===== config.mk =====
export PLATFORM = sky130hd
export DESIGN_NAME = ycbcr_color_classifier
export DESIGN_NICKNAME = d
export VERILOG_FILES = /design/src/rtl/colour_cls_pkg.sv /design/src/rtl/range_cmp_strict.sv /design/src/rtl/ycbcr_color_classifier.sv
export SDC_FILE = /design/constraint.sdc
export NUM_CORES = 1
export LEC_CHECK = 0
export CAP_MARGIN = 20
export CELL_PAD_IN_SITES_DETAIL_PLACEMENT = 0
export CELL_PAD_IN_SITES_GLOBAL_PLACEMENT = 2
export CORE_MARGIN = 8
export CORE_UTILIZATION = 47
export CTS_CLUSTER_SIZE = 14
export DETAILED_ROUTE_END_ITERATION = 6
export PLACE_DENSITY = 0.9
export SLEW_MARGIN = 10
export SYNTH_ARGS = -nofsm -noshare
export SYNTH_HDL_FRONTEND = slang
export SYNTH_SLANG_ARGS = --single-unit

===== constraint.sdc =====
create_clock -name clk -period 23.6 [get_ports clk]
set_input_delay 5.9 -clock clk [delete_from_list [all_inputs] [get_ports clk]]
set_output_delay 5.9 -clock clk [all_outputs]
set_load 0.02 [all_outputs]

===== src/rtl/colour_cls_pkg.sv =====
// Shared definitions for the YCbCr colour classifier: threshold field
// encodings and the reset value of each field.
package colour_cls_pkg;

  localparam int NUM_FIELDS = 6;

  localparam logic [2:0] FLD_YMIN  = 3'd0;
  localparam logic [2:0] FLD_YMAX  = 3'd1;
  localparam logic [2:0] FLD_CBMIN = 3'd2;
  localparam logic [2:0] FLD_CBMAX = 3'd3;
  localparam logic [2:0] FLD_CRMIN = 3'd4;
  localparam logic [2:0] FLD_CRMAX = 3'd5;

  // Odd field codes are upper bounds and reset fully open; lower bounds reset to 0.
  function automatic logic [63:0] field_default(input int data_w, input int fld);
    return (fld % 2 == 1) ? ((64'd1 << data_w) - 64'd1) : 64'd0;
  endfunction

endpackage


===== src/rtl/range_cmp_strict.sv =====
// Registered strict window compare: hit is lo < x < hi, one cycle later.
module range_cmp_strict #(
  parameter int DATA_W = 8
) (
  input  logic              clk,
  input  logic              rst,
  input  logic [DATA_W-1:0] x,
  input  logic [DATA_W-1:0] lo,
  input  logic [DATA_W-1:0] hi,
  output logic              hit
);

  always_ff @(posedge clk or posedge rst) begin
    if (rst) hit <= 1'b0;
    else     hit <= (x > lo) && (x < hi);
  end

endmodule


===== src/rtl/ycbcr_color_classifier.sv =====
// Programmable YCbCr window classifier: 2-stage mask pipeline, class and
// table changes taken only at frame start, saturating per-frame match count.
module ycbcr_color_classifier
  import colour_cls_pkg::*;
#(
  parameter  int DATA_W      = 8,
  parameter  int NUM_CLASSES = 4,
  parameter  int CNT_W       = 20,
  localparam int CLASS_W     = $clog2(NUM_CLASSES)
) (
  input  logic               clk,
  input  logic               rst,
  input  logic               per_frame_vsync,
  input  logic               per_frame_href,
  input  logic               per_frame_clken,
  input  logic [DATA_W-1:0]  per_img_Y,
  input  logic [DATA_W-1:0]  per_img_Cb,
  input  logic [DATA_W-1:0]  per_img_Cr,
  input  logic               key_color,
  input  logic               cfg_we,
  input  logic [CLASS_W-1:0] cfg_class,
  input  logic [2:0]         cfg_field,
  input  logic [DATA_W-1:0]  cfg_data,
  output logic               post_frame_vsync,
  output logic               post_frame_href,
  output logic               post_frame_clken,
  output logic               post_img_Bit,
  output logic [CLASS_W-1:0] post_class,
  output logic [CNT_W-1:0]   frame_pix_cnt,
  output logic               frame_cnt_valid
);

  typedef logic [NUM_FIELDS-1:0][DATA_W-1:0]  entry_t;
  typedef entry_t [NUM_CLASSES-1:0]           table_t;

  function automatic table_t table_default();
    table_t t;
    for (int c = 0; c < NUM_CLASSES; c++)
      for (int f = 0; f < NUM_FIELDS; f++)
        t[c][f] = DATA_W'(field_default(DATA_W, f));
    return t;
  endfunction

  localparam table_t           TABLE_RST = table_default();
  localparam logic [CLASS_W:0] CLASS_LIM = (CLASS_W+1)'(NUM_CLASSES);
  localparam logic [2:0]       FIELD_LIM = 3'(NUM_FIELDS);
  localparam logic [CLASS_W-1:0] CLASS_LAST = CLASS_W'(NUM_CLASSES - 1);

  logic               vsync_q, key_q;
  logic               fs, key_rise, cfg_ok;
  logic [2:0]         sync_d1, sync_d2;
  logic [CLASS_W-1:0] pending_class, pending_nxt, active_class;
  table_t             shadow, shadow_nxt, active_tbl;
  entry_t             cur_win;
  logic               hit_y, hit_cb, hit_cr, s2_bit;
  logic [CNT_W-1:0]   cnt;

  assign fs       = per_frame_vsync & ~vsync_q;
  assign key_rise = key_color & ~key_q;
  assign cfg_ok   = cfg_we && ({1'b0, cfg_class} < CLASS_LIM) && (cfg_field < FIELD_LIM);

  always_comb begin
    pending_nxt = pending_class;
    if (key_rise)
      pending_nxt = (pending_class == CLASS_LAST) ? '0 : pending_class + CLASS_W'(1);
  end

  // The next-state shadow is what gets copied at fs, so a same-cycle write lands in the active copy.
  always_comb begin
    shadow_nxt = shadow;
    if (cfg_ok) shadow_nxt[cfg_class][cfg_field] = cfg_data;
  end

  assign cur_win = active_tbl[active_class];

  range_cmp_strict #(.DATA_W(DATA_W)) u_cmp_y (
    .clk(clk), .rst(rst), .x(per_img_Y),
    .lo(cur_win[FLD_YMIN]), .hi(cur_win[FLD_YMAX]), .hit(hit_y)
  );

  range_cmp_strict #(.DATA_W(DATA_W)) u_cmp_cb (
    .clk(clk), .rst(rst), .x(per_img_Cb),
    .lo(cur_win[FLD_CBMIN]), .hi(cur_win[FLD_CBMAX]), .hit(hit_cb)
  );

  range_cmp_strict #(.DATA_W(DATA_W)) u_cmp_cr (
    .clk(clk), .rst(rst), .x(per_img_Cr),
    .lo(cur_win[FLD_CRMIN]), .hi(cur_win[FLD_CRMAX]), .hit(hit_cr)
  );

  assign s2_bit = hit_y & hit_cb & hit_cr & sync_d1[1] & sync_d1[0];

  always_ff @(posedge clk or posedge rst) begin
    if (rst) begin
      vsync_q      <= 1'b0;
      key_q        <= 1'b0;
      sync_d1      <= '0;
      sync_d2      <= '0;
      post_img_Bit <= 1'b0;
    end else begin
      vsync_q      <= per_frame_vsync;
      key_q        <= key_color;
      sync_d1      <= {per_frame_vsync, per_frame_href, per_frame_clken};
      sync_d2      <= sync_d1;
      post_img_Bit <= s2_bit;
    end
  end

  assign post_frame_vsync = sync_d2[2];
  assign post_frame_href  = sync_d2[1];
  assign post_frame_clken = sync_d2[0];
  assign post_class       = active_class;

  always_ff @(posedge clk or posedge rst) begin
    if (rst) begin
      pending_class <= '0;
      active_class  <= '0;
      shadow        <= TABLE_RST;
      active_tbl    <= TABLE_RST;
    end else begin
      pending_class <= pending_nxt;
      shadow        <= shadow_nxt;
      if (fs) begin
        active_class <= pending_nxt;
        active_tbl   <= shadow_nxt;
      end
    end
  end

  // A match landing in the fs cycle is dropped: the clear takes priority.
  always_ff @(posedge clk or posedge rst) begin
    if (rst) begin
      cnt             <= '0;
      frame_pix_cnt   <= '0;
      frame_cnt_valid <= 1'b0;
    end else begin
      frame_cnt_valid <= fs;
      if (fs) begin
        frame_pix_cnt <= cnt;
        cnt           <= '0;
      end else if (s2_bit && !(&cnt)) begin
        cnt <= cnt + CNT_W'(1);
      end
    end
  end

endmodule


==> results of run 1 <==
## stage by stage
stage               setup WS (ns)  hold WS, ns  util, %  cells  power, W
floorplan                    5.76        0.346        -   1504   0.00137
global placement            14.42        0.350     50.5   2047   0.00148
detailed placement          14.39        0.351     50.5   2048   0.00150
CTS                         15.00        0.365     54.6   2137   0.00228
global route                14.80        0.381     54.7   2139   0.00238
finish                      15.03        0.363     54.7   2139   0.00225
## flip-flops by register name (all words and copies together) (netlist names), 2 cells and up
signal         count
post_class         2
cnt               20
shadow           192
frame_pix_cnt     20
sync_d1            3
pending_class      2
active_tbl       192
sync_d2            3
## power by group through the flow
stage	Combinational, W	Sequential [W]	Clock, W
after floorplan	0.000367	0.00100	0
after global placement	0.000455	0.00103	0
after detailed placement	0.000471	0.00103	0
after CTS	0.000473	0.00102	0.000788
after global routing	0.000522	0.00104	0.000819
final	0.000463	0.00102	0.000768
## routing by layer
| layer | GRT usage (%) | up-vias | wire, microns |
|---|---|---|---|
| li1 | - | 5274 | - |
| met1 | 24.4 | 5862 | 19200 |
| met2 | 29.2 | 145 | 19800 |
| met5 | 0 | - | 23 |
| met3 | 3.93 | 55 | 1760 |
| met4 | 4.20 | 4 | 721 |
## cell usage in the layout (no fill, tap or decap), types with 3 or more instances in the layout
cell type        synthesis  final
nor2_2                   8      8
xor2_1                   3      3
ha_1                    47     47
mux2i_1                  3      3
nor3_2                   4      4
a21o_1                   6      6
o211ai_1                 4      4
o21ai_0                  8      8
mux4_2                  46     46
nand2_2                 10     10
bufinv_16                0      3
inv_1                   50     49
a211oi_1                 9      9
nand4b_1                 3      3
buf_4                    1     13
nor3_1                   4      4
a21oi_1                 18     18
xnor2_1                 11     11
clkdlybuf4s50_1          0     70
nand2_1                363    363
clkbuf_1                55     19
mux2_2                 288    288
nand2b_1                 5      4
nor2b_1                 11     11
nor4_1                   3      3
clkbuf_8                 0     10
mux2_1                   4      4
clkinv_2                 0      3
nor2_1                  29     29
nand3_1                 12     12
dfstp_2                192    192
clkbuf_16                0     52
nand4_1                 12     12
dfrtp_1                248    246
and4_1                   3      3
## layout make-up
type | count | area share (%)
inverters | 51 | 0.929
multi-input cells | 940 | 34.1
clock buffers | 81 | 6.80
flip-flops and latches | 440 | 50.7
repair buffers | 87 | 3.94
well taps | 532 | 3.00
clock inverters | 8 | 0.552
## kinds of logic (layout without fill, tap and decap cells)
| logic type | count (synthesis) | after routing | synth area share, % |
|---|---|---|---|
| simple gates | 480 | 480 | 10.9 |
| flops | 440 | 440 | 58.3 |
| buf+inv | 124 | 227 | 2.49 |
| fa+ha+maj | 47 | 47 | 3.05 |
| compound gates | 58 | 58 | 2.11 |
| mux | 341 | 341 | 22.6 |
| xor+xnor | 14 | 14 | 0.635 |
## path summary, 6_finish.rpt
path                       cells past startpoint       startpoint             end  slack [ns]
min reg2reg                                    0       sync_d1[1]      sync_d2[1]        0.36
max in group asynchronous                      4              rst    u_cmp_cb.hit       15.44
min in group asynchronous                      2              rst     shadow[119]        5.89
min                                            0       sync_d1[1]      sync_d2[1]        0.36
max reg2reg                                    9    post_class[1]    u_cmp_cr.hit       20.14
max                                            5  per_frame_vsync  active_tbl[16]       15.03
==> flow_summary.ini, run 1 <==
[status]
status = finished clean

[clock_network]
clock_latency_ns = 0.58
cts-resized-gates = 0
clk_path_buf_depth = 3
cts_buffers = 48
cts.htree.levels = 2
cts.hold.buffers_added = 0
clk_pin_slew_ns = 0.06
cts_setup_buffers = 0
cts_tree = yes
root_buffer = clkbuf_16
clock_sinks = 440

[timing]
clock_skew_ns = 0.0216
hold_viol_final = 0
max_slew_margin_pct = 31.4
worstMarginPinSlew_ns = 1.03
max_freq_ghz = 0.117
setup_viol = 0
fin_crit_sh_pct = 36.3
layout_min_cycle_time_ns = 8.57
tns_ns = 0
rsz0062_at_grt = no
final_max_slew_viol_count = 0

[global_routing]
antenna_found_initial = 2
grt_usage_pct = 18.0
overflow = 0
grt_pass1_wl_microns = 68500
grt_pass1_vias = 12400
grt_max_degree = 186

[worst_setup_path]
crit_path_start_kind = input port
crit_fanout = 88
path_cells = clkdlybuf4s50_1, nand2b_4, inv_8, buf_4, mux2_2
cp_slowest_stage_delay_ns = 0.90
crit_arrival_ns = 9.01
crit_type = input port to flop
worst-path-buf-inv = 3
crit_slowest_cell = buf_4
critPathCaptureType = flop
cp.required_ns = 24.05
cp_top_family = buffers and inverters

[final_layout]
fillers = 3413
n_antenna_cell = 0
area_growth_pct = 15.1
regArea_sq_um = 11300
multi_input_comb_area_sq_um = 7580
fin_nets = 1659
drive_above_1_share_pct = 40.4
finalInstanceArea_sq_um = 22200

[floorplanning]
die_area_sq_um = 47800
rows = 74
die_w_microns = 219
design.core.area_sq_um = 40600
die_h_microns = 219
initial_utilization_pct = 47.5
ios = 71

[placed_design]
dpl.hpwl_microns = 25100
gp_congestion = 0.763
place_area_sq_um = 20500
io_buffers = 70

[power_and_ir_drop]
power_leakage_nw = 9.86
intPower_w = 0.00165
clkPwrFrac_pct = 34.1
comb_power_share_pct = 20.6
powerDensity_nw_per_um2 = 101
ir_drop_mv = 0.0545
pwr-share-seq_pct = 45.3
p_switching_w = 0.000597
switching_share_pct = 26.5

[yosys]
synth_warnings = 0
synthesis.nets = 1595
ys_seq_elements = 440
synth_common_cells = nand2_1, mux2_2, dfrtp_1
yosysMostFrequentCell = nand2_1
synth-async-reset-ratio_pct = 100
synthTopCellsByArea = dfrtp_1, dfstp_2, mux2_2, nand2_1, mux4_2
syn_area_per_cell_sq_um = 12.8
synth_top_area_cell = dfrtp_1
synth-seq-area-share_pct = 58.3
ys.flop_type = dfrtp_1
synthCells = 1504
post_synth_num_cell_types = 55
synth_edf_count = 0
netlist.area_leader.share_pct = 32.1
synth.cell_area_sq_um = 19300

[drt]
wire_per_inst_microns = 19.4
viasPerCell = 5.30
vias = 11300
postRouteAntennaNets = 0
wirelength_microns = 41400
drt_iter0_drc = 652
dr.pass1.iters = 4
drc_errors = 0

[min_path]
min_path_type = flop to flop

[run]
max-cap-violations = 0
Note: power is estimated with default switching activity, not from simulation.
==> run 2: changes to the inputs <==
Settings changed: CORE_UTILIZATION 47 to 43, PLACE_DENSITY 0.9 to 0.84.
Clock period 23.6 ns to 8.51 ns, I/O delays scaled along.
==> flow_summary.ini, run 2 (synthesis results as in run 1) <==
[clock_network]
cts_buffers = 48
cts-resized-gates = 0
cts.htree.levels = 2
clock_latency_ns = 0.59
clock_sinks = 440
clk_pin_slew_ns = 0.06
clk_path_buf_depth = 3
cts.hold.buffers_added = 0
cts_tree = yes
root_buffer = clkbuf_16
cts_setup_buffers = 0

[power_and_ir_drop]
powerDensity_nw_per_um2 = 275
clkPwrFrac_pct = 32.6
power_w = 0.00609
power_leakage_nw = 9.80
pwr-share-seq_pct = 46.2
comb_power_share_pct = 21.2
intPower_w = 0.00446
switching_share_pct = 26.8
ir_drop_mv = 0.146
p_switching_w = 0.00163

[drt]
drc_errors = 0
postRouteAntennaNets = 0
dr.pass1.iters = 5
wire_per_inst_microns = 19.0
wirelength_microns = 41700
vias = 11300
drt_iter0_drc = 569
viasPerCell = 5.15

[timing]
setup_viol = 0
fin_crit_sh_pct = 54.3
rsz0062_at_grt = no
max_slew_margin_pct = 33.8
worstMarginPinSlew_ns = 0.993
max_freq_ghz = 0.217
tns_ns = 0
setup_ws_ns = 3.89
final_max_slew_viol_count = 0
clock_skew_ns = 0.0325
layout_min_cycle_time_ns = 4.62
hold_viol_final = 0

[floorplanning]
die_area_sq_um = 51900
initial_utilization_pct = 43.7
ios = 71
die_w_microns = 228
die_h_microns = 228
design.core.area_sq_um = 44200
rows = 77

[final_layout]
top_regs = active_tbl (192), shadow (192)
fin_nets = 1660
fillers = 3831
layoutNonFillerInstCount = 2200
layout_common_cells = nand2_1, mux2_2, dfrtp_1
layout_commonest_cell = nand2_1
multi_input_comb_area_sq_um = 7580
n_antenna_cell = 0
area_growth_pct = 14.8
regArea_sq_um = 11300
drive_above_1_share_pct = 40.5

[placed_design]
dpl.cell_count = 2111
dpl.hpwl_microns = 25400
io_buffers = 70
gp_congestion = 0.763
place_ws_ns = 3.35

[worst_setup_path]
crit_type = input port to flop
crit_arrival_ns = 5.06
cp.required_ns = 8.95
critPathCaptureType = flop
r2r_slack_ns = 4.97
crit_fanout = 113
crit_path_start_kind = input port

[global_routing]
grt_usage_pct = 16.2
grt_pass1_wl_microns = 68100
antenna_found_initial = 0
overflow = 0
grt_pass1_vias = 12100
grt_max_degree = 164

[run]
max-cap-violations = 0

[min_path]
min_path_type = flop to flop

[status]
status = finished clean
run 2: worst paths after layout:
check	start	to	cells past startpoint
setup / recovery	per_frame_vsync	active_tbl[3]	5
hold / removal	sync_d1[1]	sync_d2[1]	0
setup reg to reg	post_class[1]	u_cmp_cb.hit	9
hold reg to reg	sync_d1[1]	sync_d2[1]	0
max in group asynchronous	rst	active_tbl[151]	4
min in group asynchronous	rst	pending_class[0]	2
run 2: through the flow:
step / cell area, sq um / hold WS [ns] / util (%)
after detailed placement: 20600 / 0.353 / 46.7
after global routing: 22200 / 0.380 / 50.1
final: 22200 / 0.363 / 50.1
after global placement: 20600 / 0.351 / 46.7
after floorplan: 19300 / 0.346 / -
after CTS: 22200 / 0.368 / 50.1
run 2: power by group through the flow:
stage / sequential (W) / combinational (W) / clock [W]
floorplan: 0.00278 / 0.00102 / 0
global placement: 0.00284 / 0.00128 / 0
detailed placement: 0.00286 / 0.00131 / 0
CTS: 0.00282 / 0.00132 / 0.00205
global route: 0.00287 / 0.00145 / 0.00212
finish: 0.00282 / 0.00129 / 0.00199
run 2: layer usage:
metal	vias up	share of wire, %	GRT usage, %
li1	5280	-	-
met1	5826	47	21.9
met2	156	47	26.4
met3	58	3.4	2.48
met4	0	2.6	5.75
met5	-	0	0
run 2: area by class of cell:
cell class | instances | area share, %
Timing Repair Buffer | 88 | 3.89
Inverter | 51 | 0.915
Tap cell | 592 | 3.34
Clock inverter | 10 | 0.260
Sequential cell | 440 | 50.8
Clock buffer | 79 | 6.59
Multi-Input combinational cell | 940 | 34.2
run 2: worst max-delay path: stages:
cell and delay, ns:
clkdlybuf4s50_1 0.54, nand2b_4 0.39, inv_8 0.67, buf_4 0.72
mux2_2 0.41
==> RTL change 1: new RTL, config.mk and constraints of run 2 <==
Change the parameter `CNT_W` from 20 to 30.
--- a/src/rtl/ycbcr_color_classifier.sv
+++ b/src/rtl/ycbcr_color_classifier.sv
@@ -7,3 +7,3 @@
   parameter  int NUM_CLASSES = 4,
-  parameter  int CNT_W       = 20,
+  parameter  int CNT_W       = 30,
   localparam int CLASS_W     = $clog2(NUM_CLASSES)
Interface: changed (resized frame_pix_cnt); port bits go from 71 to 81. The function was not compared with the original's and may differ.
==> RTL change 1 against run 2 <==
  * Final area is 4.6% higher
  * Area after synthesis grew 3.8%
  * Die area is 3.6% higher
  * Total power rose by 1.7%
  * Non-clock buffer count is 12 higher
  * Setup slack lost 85 ps
  * Wire length is 2.1% higher
  * Sequential cell count up 20
  * Critical path type unchanged
  * Highest routed layer is now met5
==> RTL change 1: results (changes against run 2) <==
Synth area leaders dfrtp_1 33%, dfstp_2 25%, mux2_2 20%; VDD IR max 0.000193 V (+32%); DP HPWL 25,800 µm (+1.6%); largest net degree at the start of global routing 200 (+22%); Synth Area in Compound Gates 2.97% (+0.86 points); Setup Slack @ Placement 3200 ps (-143 ps); status finished, final reports clean; setup slack, reg-to-reg 5450 ps (+480 ps); drt pass-1 iters 4 (-1); initial antenna violation count 4 (+4); type of the worst min-delay path reg -> reg; Post-synth top cells 362 x mux2_2, 268 x dfrtp_1, 192 x dfstp_2; Mapped Avg Cell Area 13.9 µm² (+8.2%); DRT iter0 DRCs 669 (+18%); Clock Skew 16.9 ps (-15.6 ps); first-pass GRT wire length 69,800 µm (+2.6%); Yosys cell types 53 (-3.6%); hold endpoint sync_d2[2]; final net count 1,614 (-2.8%); final cell count without fillers 2,170 (-1.4%); Clock Latency Late Sink 570 ps (-20 ps); Slew headroom 29.2% (-4.7 points); peak per-stage delay on the critical path 780 ps (+60 ps); WL per Instance 19.6 µm (+3.5%); Cells after DPL 2,076 (-1.7%); post-synthesis mux area share 25.9% (+3.3 points); CTS buffer count 49 (+2.1%); hold path start sync_d1[2]; vias 11.5k (+1.8%); post-cts sizing count 0 (unchanged); adder-cell share of the synthesized area 2.93% (-0.11 points); r2r endpoint active_tbl[161]; Max FO, Critical Path 129 (+14%); RD Place Congestion 0.759 (-0.60%); Total GRT Usage 16.2% (about the same); Pleak 10.1 nW (+3.0%); layout cell share with drive strength beyond 1 45.7% (+5.2 points); reg2reg start sync_d1[2]; Synth Warn # 0 (unchanged); Fill cells 4,048 (+5.7%)
## RTL change 1: cell type report
| class | count | area share [%] |
|---|---|---|
| tap | 607 | 3.28 |
| sequential | 460 | 50.7 |
| multi-input combinational | 850 | 33.6 |
| inverter | 62 | 1.05 |
| clock buffer | 77 | 6.26 |
| clock inverter | 14 | 0.594 |
| timing repair buffer | 100 | 4.48 |
## RTL change 1: metal layers
metal / vias to the layer above / global-route usage (%) / part of all wire, %
met3: 63 / 3.47 / 4.4
met1: 6013 / 22.0 / 46
met2: 165 / 26.1 / 47
met4: 8 / 4.66 / 2.1
li1: 5272 / - / -
met5: - / 0 / 0.11
## RTL change 1: where the power goes
| group | internal (W) | switching (W) |
|---|---|---|
| combinational | 0.000660 | 0.000598 |
| clock | 0.00123 | 0.000857 |
| sequential | 0.00270 | 0.000153 |
## RTL change 1: kinds of logic (layout without fill, tap and decap cells)
kind of cell	after synthesis	count (layout)
buffers and inverters	134	253
muxes	413	413
adders and majority gates	47	47
DFF	460	460
AOI/OAI and AO/OA	96	96
and+or+nand+nor	292	292
xor gates and xnor gates	2	2
## RTL change 1: per-stage QoR
step	hold slack [ps]	total power (W)	area (µm²)	utilization (%)
global placement	374	0.00411	21500	46.5
finish	389	0.00620	23200	50.1
global route	401	0.00655	23200	50.1
detailed placement	372	0.00417	21500	46.6
floorplan	346	0.00380	20000	-
CTS	384	0.00630	23100	50.0
## RTL change 1: how the worst max path moves through the flow
stage	startpoint	end	slack, ps	cells past startpoint
2_1_floorplan	rst	active_tbl[0]	310	1
3_3_place_gp	per_frame_vsync	active_tbl[114]	3230	6
3_5_place_dp	per_frame_vsync	active_tbl[161]	3200	6
4_1_cts	per_frame_vsync	active_tbl[161]	3820	6
5_1_grt	per_frame_vsync	active_tbl[114]	3660	6
6_report	per_frame_vsync	active_tbl[161]	3810	6
==> RTL change 2: new RTL, flow settings as in run 2 <==
Made on the original files. Make the reset (`rst`) synchronous in 4 clocked blocks.
--- a/src/rtl/range_cmp_strict.sv
+++ b/src/rtl/range_cmp_strict.sv
@@ -12,3 +12,3 @@
 
-  always_ff @(posedge clk or posedge rst) begin
+  always_ff @(posedge clk) begin
     if (rst) hit <= 1'b0;
--- a/src/rtl/ycbcr_color_classifier.sv
+++ b/src/rtl/ycbcr_color_classifier.sv
@@ -92,3 +92,3 @@
 
-  always_ff @(posedge clk or posedge rst) begin
+  always_ff @(posedge clk) begin
     if (rst) begin
@@ -113,3 +113,3 @@
 
-  always_ff @(posedge clk or posedge rst) begin
+  always_ff @(posedge clk) begin
     if (rst) begin
@@ -130,3 +130,3 @@
   // A match landing in the fs cycle is dropped: the clear takes priority.
-  always_ff @(posedge clk or posedge rst) begin
+  always_ff @(posedge clk) begin
     if (rst) begin
Check against the original RTL: differs if rst is asserted again (counterexample within 4 cycles, from zero or initial values and one cycle with rst high); with rst held inactive, the same outputs for 4 cycles.
==> RTL change 2 against run 2 <==
  * Setup slack improved by 470 ps
  * Sequential cell count did not move
  * Wire length rose by 2.2%
  * Final area fell by 8.4%
  * Count of clock-buffer cells in the layout fell by 3
  * Global-route usage rose by 1.6 points
  * Highest routed layer is now met5
  * Area after synthesis fell by 8.1%
Power is not compared: it rests on default switching activity, and its combinational part moved more than twofold at a synthesized area within 25%.
==> RTL change 2: results (changes against run 2) <==
Clock Latency Late Sink 560 ps (-30 ps); drt pass-1 iters 5 (unchanged); peak per-stage delay on the critical path 870 ps (+150 ps); largest net degree at the start of global routing 176 (+7.3%); Clock Skew 10.8 ps (-21.7 ps); RD Place Congestion 0.757 (-0.84%); Fill cells 3,864 (+0.86%); Post-synth top cells 440 x dfxtp_1, 254 x nand2_1, 205 x mux2i_1, 205 x nor2_1, 125 x clkbuf_1; GR peak layer met2; Total GRT Usage 17.8% (+1.6 points); ys async rst share 0% (-100 points); cell at the slowest stage of the critical path nor2b_4; met3 Use GR 3.11% (+0.63 points); Port Buffers 70 (unchanged); drt via density 5.36 (+4.1%); CTS Buffer Depth 3 (unchanged); root cell of the clock tree clkbuf_16; Yosys cell types 51 (-7.3%); DRT iter0 DRCs 824 (+45%); global routing usage on met1 24.1% (+2.2 points); post-cts sizing count 0 (unchanged); VDD IR max approximately 0.00017 V; Post-Syn Nets 1,867 (+17%); status finished, final reports clean; # diodes 0 (unchanged); DP HPWL 26,000 µm (+2.6%); CTS buffer count 47 (-2.1%); layout cell share with drive strength beyond 1 9.72% (-31 points); Routed WL 42,600 µm (+2.2%); first-pass GRT wire length 68,300 µm (+0.37%); H-tree depth 2 (unchanged); Pleak between 8 and 9 nW; Max FO, Critical Path 175 (+55%); Worst-Margin Slew 1050 ps (+53.8 ps); vias in the first global route 12.3k (+1.7%); arrival time at the worst endpoint 4610 ps (-450 ps); initial antenna violation count 1 (+1); Seq/Total Area, Yosys 49.7% (-8.6 points); final net count 1,866 (+12%); Synth Warn # 0 (unchanged); biggest regs active_tbl x192, shadow x192; Synth area leaders dfxtp_1 50%, mux2i_1 12%, mux4_2 6.1%; Global Route met2 Usage 29.0% (+2.6 points); post-CTS setup buffer count 0 (unchanged)
[RTL change 2: cell count changes after synthesis, sizes merged, moves of 93 or more]
cell    before  now
o211ai       4   97
nand2      373  266
nor2        37  213
mux2       292    0
dfrtp      248    0
mux2i        3  205
dfxtp        0  440
dfstp      192    0
a211oi       9  102
[RTL change 2: logic make-up after synthesis]
family,count (synthesis),synth area share [%]
buffers and inverters,185,4.02
muxes,253,17.7
and+or+nand+nor,571,14.1
AOI/OAI and AO/OA,280,11.3
adders and majority gates,47,3.32
DFF,440,49.7
[RTL change 2: routing by layer]
metal,share of wire (%),vias up
li1,-,6257
met1,48,6033
met2,46,208
met3,4.0,54
met4,2.0,2
met5,0.030,-
[RTL change 2: stage by stage]
stage | hold WS, ps | setup WS, ps | total power (W) | cells | area (µm²)
2_1_floorplan | 438 | 5010 | 0.00247 | 1776 | 17700
3_3_place_gp | 444 | 3840 | 0.00258 | 2256 | 18700
3_5_place_dp | 448 | 3800 | 0.00259 | 2257 | 18700
4_1_cts | 456 | 4330 | 0.00465 | 2342 | 20300
5_1_grt | 474 | 4150 | 0.00477 | 2343 | 20300
6_report | 454 | 4360 | 0.00458 | 2343 | 20300
[RTL change 2: area by class of cell]
class	instances	area (µm²)	area share [%]
timing repair buffer	86	831	4.09
clock buffer	76	1500	7.38
clock inverter	9	72.6	0.358
multi-input combinational	1151	8230	40.5
tap	532	666	3.28
sequential	440	8810	43.4
inverter	49	189	0.931
[RTL change 2: critical path, delay by kind of cell]
family	cells	cell delay (ps)
compound gates	1	260
simple gates	2	950
buf+inv	2	1130
[RTL change 2: final timing paths]
| check | endpoint | cells after the start | from | slack (ps) |
|---|---|---|---|---|
| max | active_tbl[21] | 5 | per_frame_vsync | 4360 |
| min | frame_pix_cnt[4] | 2 | frame_pix_cnt[4] | 450 |
| max reg2reg | u_cmp_cr.hit | 8 | post_class[0] | 4780 |
| min reg2reg | frame_pix_cnt[4] | 2 | frame_pix_cnt[4] | 450 |
[RTL change 2: power by group]
| group | internal [W] | switching [W] |
|---|---|---|
| sequential | 0.00213 | 0.0000373 |
| combinational | 0.000149 | 0.000220 |
| clock | 0.00123 | 0.000816 |
| total | 0.00351 | 0.00107 |
